--- src/rtl/cmd_sched.sv ---
// cmd_sched: round-robin scheduler serializing {start, addr, op byte} frames onto tx with an opcode-dependent idle guard.
// Define CMD_SCHED_PARITY_EN to append an even-parity bit after the opcode byte.
module cmd_sched #(
    parameter int NREQ        = 4,
    parameter int GUARD_SHORT = 32,
    parameter int GUARD_LONG  = 128
) (
    input  logic              clk,
    input  logic              nRst,
    input  logic [NREQ-1:0]   req,
    input  logic [NREQ*8-1:0] addr_bus,
    input  logic [NREQ*3-1:0] op_bus,
    output logic [NREQ-1:0]   gnt,
    output logic              busy,
    output logic              done,
    output logic              tx
);
    localparam int PW = $clog2(NREQ);
    localparam int GM = GUARD_LONG > GUARD_SHORT ? GUARD_LONG : GUARD_SHORT;
    localparam int CW = $clog2((GM > 9 ? GM : 9) + 1);
`ifdef CMD_SCHED_PARITY_EN
    localparam int OP_LAST = 8;
`else
    localparam int OP_LAST = 7;
`endif

    typedef enum logic [1:0] {IDLE, ADDR, OP, GUARD} state_t;

    state_t          state, ns;
    logic [CW-1:0]   cnt, ncnt, glast;
    logic [PW-1:0]   ptr, win, nwin, nptr;
    logic [PW:0]     sum, nxt;
    logic [2*NREQ-1:0] rot;
    logic            found, obit, ntx;
    logic [7:0]      addr_q, op_byte;
    logic [2:0]      op_q;

    // state/cnt describe what tx is showing in the current cycle; ADDR cnt 0 is the start bit
    assign busy    = state != IDLE;
    assign gnt     = (state == ADDR && cnt == '0) ? NREQ'(1) << win : '0;
    assign done    = state == GUARD && cnt == glast;
    assign op_byte = {4'b0, op_q, 1'b0};

    always_comb begin
        rot   = {req, req} >> ptr;
        found = 1'b0;
        nwin  = ptr;
        sum   = '0;
        for (int k = 0; k < NREQ; k++) begin
            if (!found && rot[k]) begin
                found = 1'b1;
                sum   = {1'b0, ptr} + (PW+1)'(k);
                nwin  = sum >= (PW+1)'(NREQ) ? PW'(sum - (PW+1)'(NREQ)) : PW'(sum);
            end
        end
        nxt  = {1'b0, nwin} + (PW+1)'(1);
        nptr = nxt == (PW+1)'(NREQ) ? '0 : PW'(nxt);
    end

    always_comb begin
        ns    = state;
        ncnt  = cnt + CW'(1);
        glast = (op_q == 3'd2 || op_q == 3'd3) ? CW'(GUARD_LONG - 1) : CW'(GUARD_SHORT - 1);
        case (state)
            IDLE: begin
                ncnt = '0;
                ns   = |req ? ADDR : IDLE;
            end
            ADDR: if (cnt == CW'(8)) begin
                ns   = OP;
                ncnt = '0;
            end
            OP: if (cnt == CW'(OP_LAST)) begin
                ns   = GUARD;
                ncnt = '0;
            end
            default: if (cnt == glast) begin
                ns   = IDLE;
                ncnt = '0;
            end
        endcase
`ifdef CMD_SCHED_PARITY_EN
        obit = ncnt[3] ? ^{addr_q, op_q} : op_byte[ncnt[2:0]];
`else
        obit = op_byte[ncnt[2:0]];
`endif
        ntx = ns == ADDR ? (ncnt == '0 ? 1'b0 : addr_q[3'(ncnt - CW'(1))]) :
              ns == OP   ? obit : 1'b1;
    end

    always_ff @(posedge clk) begin
        if (!nRst) begin
            state  <= IDLE;
            cnt    <= '0;
            ptr    <= '0;
            win    <= '0;
            addr_q <= '0;
            op_q   <= '0;
            tx     <= 1'b1;
        end else begin
            state <= ns;
            cnt   <= ncnt;
            tx    <= ntx;
            if (state == IDLE && |req) begin
                win    <= nwin;
                ptr    <= nptr;
                addr_q <= addr_bus[8*nwin +: 8];
                op_q   <= op_bus[3*nwin +: 3];
            end
        end
    end
endmodule

--- config.mk ---
export PLATFORM = sky130hd
export DESIGN_NAME = cmd_sched
export DESIGN_NICKNAME = d
export VERILOG_FILES = /design/src/rtl/cmd_sched.sv
export SDC_FILE = /design/constraint.sdc
export NUM_CORES = 1
export LEC_CHECK = 0
export ABC_AREA = 1
export CAP_MARGIN = 30
export CORE_MARGIN = 2
export CORE_UTILIZATION = 53
export DETAILED_ROUTE_END_ITERATION = 6
export GPL_ROUTABILITY_DRIVEN = 0
export PLACE_DENSITY = 0.83
export SYNTH_ARGS = -nofsm -noshare
export SYNTH_HDL_FRONTEND = slang
export SYNTH_SLANG_ARGS = --single-unit
--- constraint.sdc ---
create_clock -name clk -period 3.5 [get_ports clk]
set_input_delay 0.7 -clock clk [delete_from_list [all_inputs] [get_ports clk]]
set_output_delay 0.7 -clock clk [all_outputs]
set_load 0.01 [all_outputs]
==> impl_metrics.ini <==
[die]
initial_core_util_pct = 56.2
pin_count = 57
die_x_um = 67.0
die_area_um2 = 4490
rows = 22
chipHeight_um = 67.0
core_area_um2 = 3740

[logic_synthesis]
synth_area_um2 = 2100
yosys.cell_types.count = 24
postSynthAreaPerCell_um2 = 5.57
synth_seq_cells = 26
syn_nets = 432
netlist_instances = 378
yosysSeqAreaShare_pct = 24.7
yosysWarnings = 0

[min_path]
whs_path_depth = 2
min_path_type = reg -> reg

[setup_path]
crit_path_max_fanout = 10
cp_slowest_cell = dfxtp_1
crit_required_ns = 3.66
crit_path_end_kind = flip-flop
crit_type = reg -> reg
crit_path_start_kind = flip-flop
max_stage_delay_ns = 0.39
crit_chain = clkinv_1, ha_1, nand3_1, nor2_1, nor2_1, nor2_1, nand2_1, nand2_1, ha_1, inv_1, nand3_1, nand3_1, nand2_1, nand3_1, nand3_1
worstPathArrival_ns = 2.96
crit_top_cell = nand3_1
rr_worst_depth = 15

[sta]
skew_ns = 0.00460
relSlewSlack_pct = 59.1
final-max-slew-violation-count = 0
tns_ns = 0
hold_violations = 0
min_period_ns = 2.80
rsz0062_at_grt = false
fin_crit_sh_pct = 80.1
timing.fmax_mhz = 357
final-setup-viol-count = 0
tightest_slew_ns = 0.612

[cells_and_area]
drive_gt1_share_pct = 4.71
nets = 481
final_common_cell = nand2_1
layout_common_cells = nand2_1 (131), nand3_1 (62), clkdlybuf4s50_1 (56)
instances_no_fill = 473
finish.utilization_pct = 71.7
syn2layout_area_growth_pct = 27.5
diodes = 0

[global_route]
gr-total-overflow = 0
grt_max_degree = 26
grt_pass1_wl_mm = 8.83
antenna_found_initial = 0
grt_util_all_layers_pct = 25.1
first_global_vias = 2244

[clock_network]
post-cts-setup-buffer-count = 0
htreeDepth = 1
cts_tree = yes
clockBufferDepth = 2
cts_resized = 0
clockRootBuffer = clkbuf_8
clkLatencyLatePin_ns = 0.27
holdBufCountCts = 0
cts_made_buffers = 3
clk_pin_slew_worst_paths_ns = 0.09
cts.sinks = 26

[detailed_routing]
routed_wl_mm = 5.16
via_per_inst = 5.07
drc = 0
antenna_left = 0
post_drt_wl_per_cell_um = 10.9
dr.pass1.iters = 4
initialDrtViolationCount = 230
via_count = 2397

[job]
drv_cap = 0

[placed_design]
dp_cells = 470
hpwl_mm = 4.09
port-buffer-count = 56

[power]
vdd_drop_max_v = 0.000302
p_leak_nw = 1.35
power_per_cell_area_nw_per_um2 = 537

[status]
status = finished clean
[area by class of cell]
class | count | area (um2)
Inverter | 52 | 195
Fill cell | 335 | 1060
Sequential cell | 26 | 520
Tap cell | 48 | 60.1
Clock buffer | 3 | 41.3
Multi-Input combinational cell | 287 | 1300
Timing Repair Buffer | 57 | 568
[power breakdown]
group / leakage (nW) / switching, mW / total (mW) / internal, mW
Clock: 0.0216 / 0.0923 / 0.170 / 0.0774
Sequential: 0.214 / 0.0508 / 0.407 / 0.356
Combinational: 1.11 / 0.545 / 0.864 / 0.319
Total: 1.35 / 0.688 / 1.44 / 0.752
[through the flow]
step / area, um2 / worst slack (ns) / hold slack, ns / power, mW
after floorplan: 2100 / 1.28 / 0.472 / 1.14
after global placement: 2640 / 0.571 / 0.482 / 1.26
after detailed placement: 2640 / 0.540 / 0.503 / 1.28
after CTS: 2680 / 0.732 / 0.516 / 1.45
after global routing: 2680 / 0.423 / 0.553 / 1.60
final: 2680 / 0.697 / 0.514 / 1.44
[layer usage]
layer | track usage [%] | up-vias | part of all wire, %
li1 | - | 1278 | -
met5 | 0 | - | 0
met1 | 27.0 | 1044 | 42
met2 | 49.6 | 66 | 52
met3 | 3.21 | 9 | 4.3
met4 | 7.40 | 0 | 1.8
[cell usage after synthesis]
library cell	count	area share, %
o21ai_1	2	0.48
buf_2	3	0.71
nor2_1	43	7.7
dfxtp_1	26	25
nand2_1	131	23
nor3b_1	1	0.36
buf_6	4	2.1
xor2_1	2	0.83
buf_4	2	0.71
nor3_1	6	1.4
nand2_2	6	1.8
clkbuf_1	3	0.54
buf_1	1	0.18
o21ai_2	4	1.7
clkinv_1	1	0.18
inv_1	46	8.2
a21oi_1	9	2.1
nand3_1	62	15
nor2_4	1	0.54
ha_1	4	2.4
nand4_1	5	1.5
inv_2	5	0.89
o21ai_0	9	2.1
o211ai_1	2	0.71
[flip-flops by register name, summed over array words and instances (netlist names)]
name,flops
addr_q,8
cnt,8
op_q,3
ptr,2
state,2
tx,1
win,2
[logic make-up (layout without fill, tap and decap cells)]
group	after synthesis	after routing	synth area share, %
buffers and inverters	65	112	13.6
xor gates and xnor gates	2	2	0.832
adders and majority gates	4	4	2.38
and+or+nand+nor	255	255	51.4
DFF	26	26	24.7
AOI/OAI and AO/OA	26	26	7.13
[final timing paths]
path | startpoint | end | slack [ns]
setup / recovery | cnt[0] | tx | 0.70
hold / removal | win[0] | win[0] | 0.51
setup reg to reg | cnt[0] | tx | 0.70
hold reg to reg | win[0] | win[0] | 0.51
[worst max-delay path, delay by kind of cell (launching register included)]
family                     cells  cell delay [ns]
and+or+nand+nor               11             1.32
adders and majority gates      2             0.68
DFF                            1             0.39
buffers and inverters          2             0.29
Power figures use the tool's default switching activity.
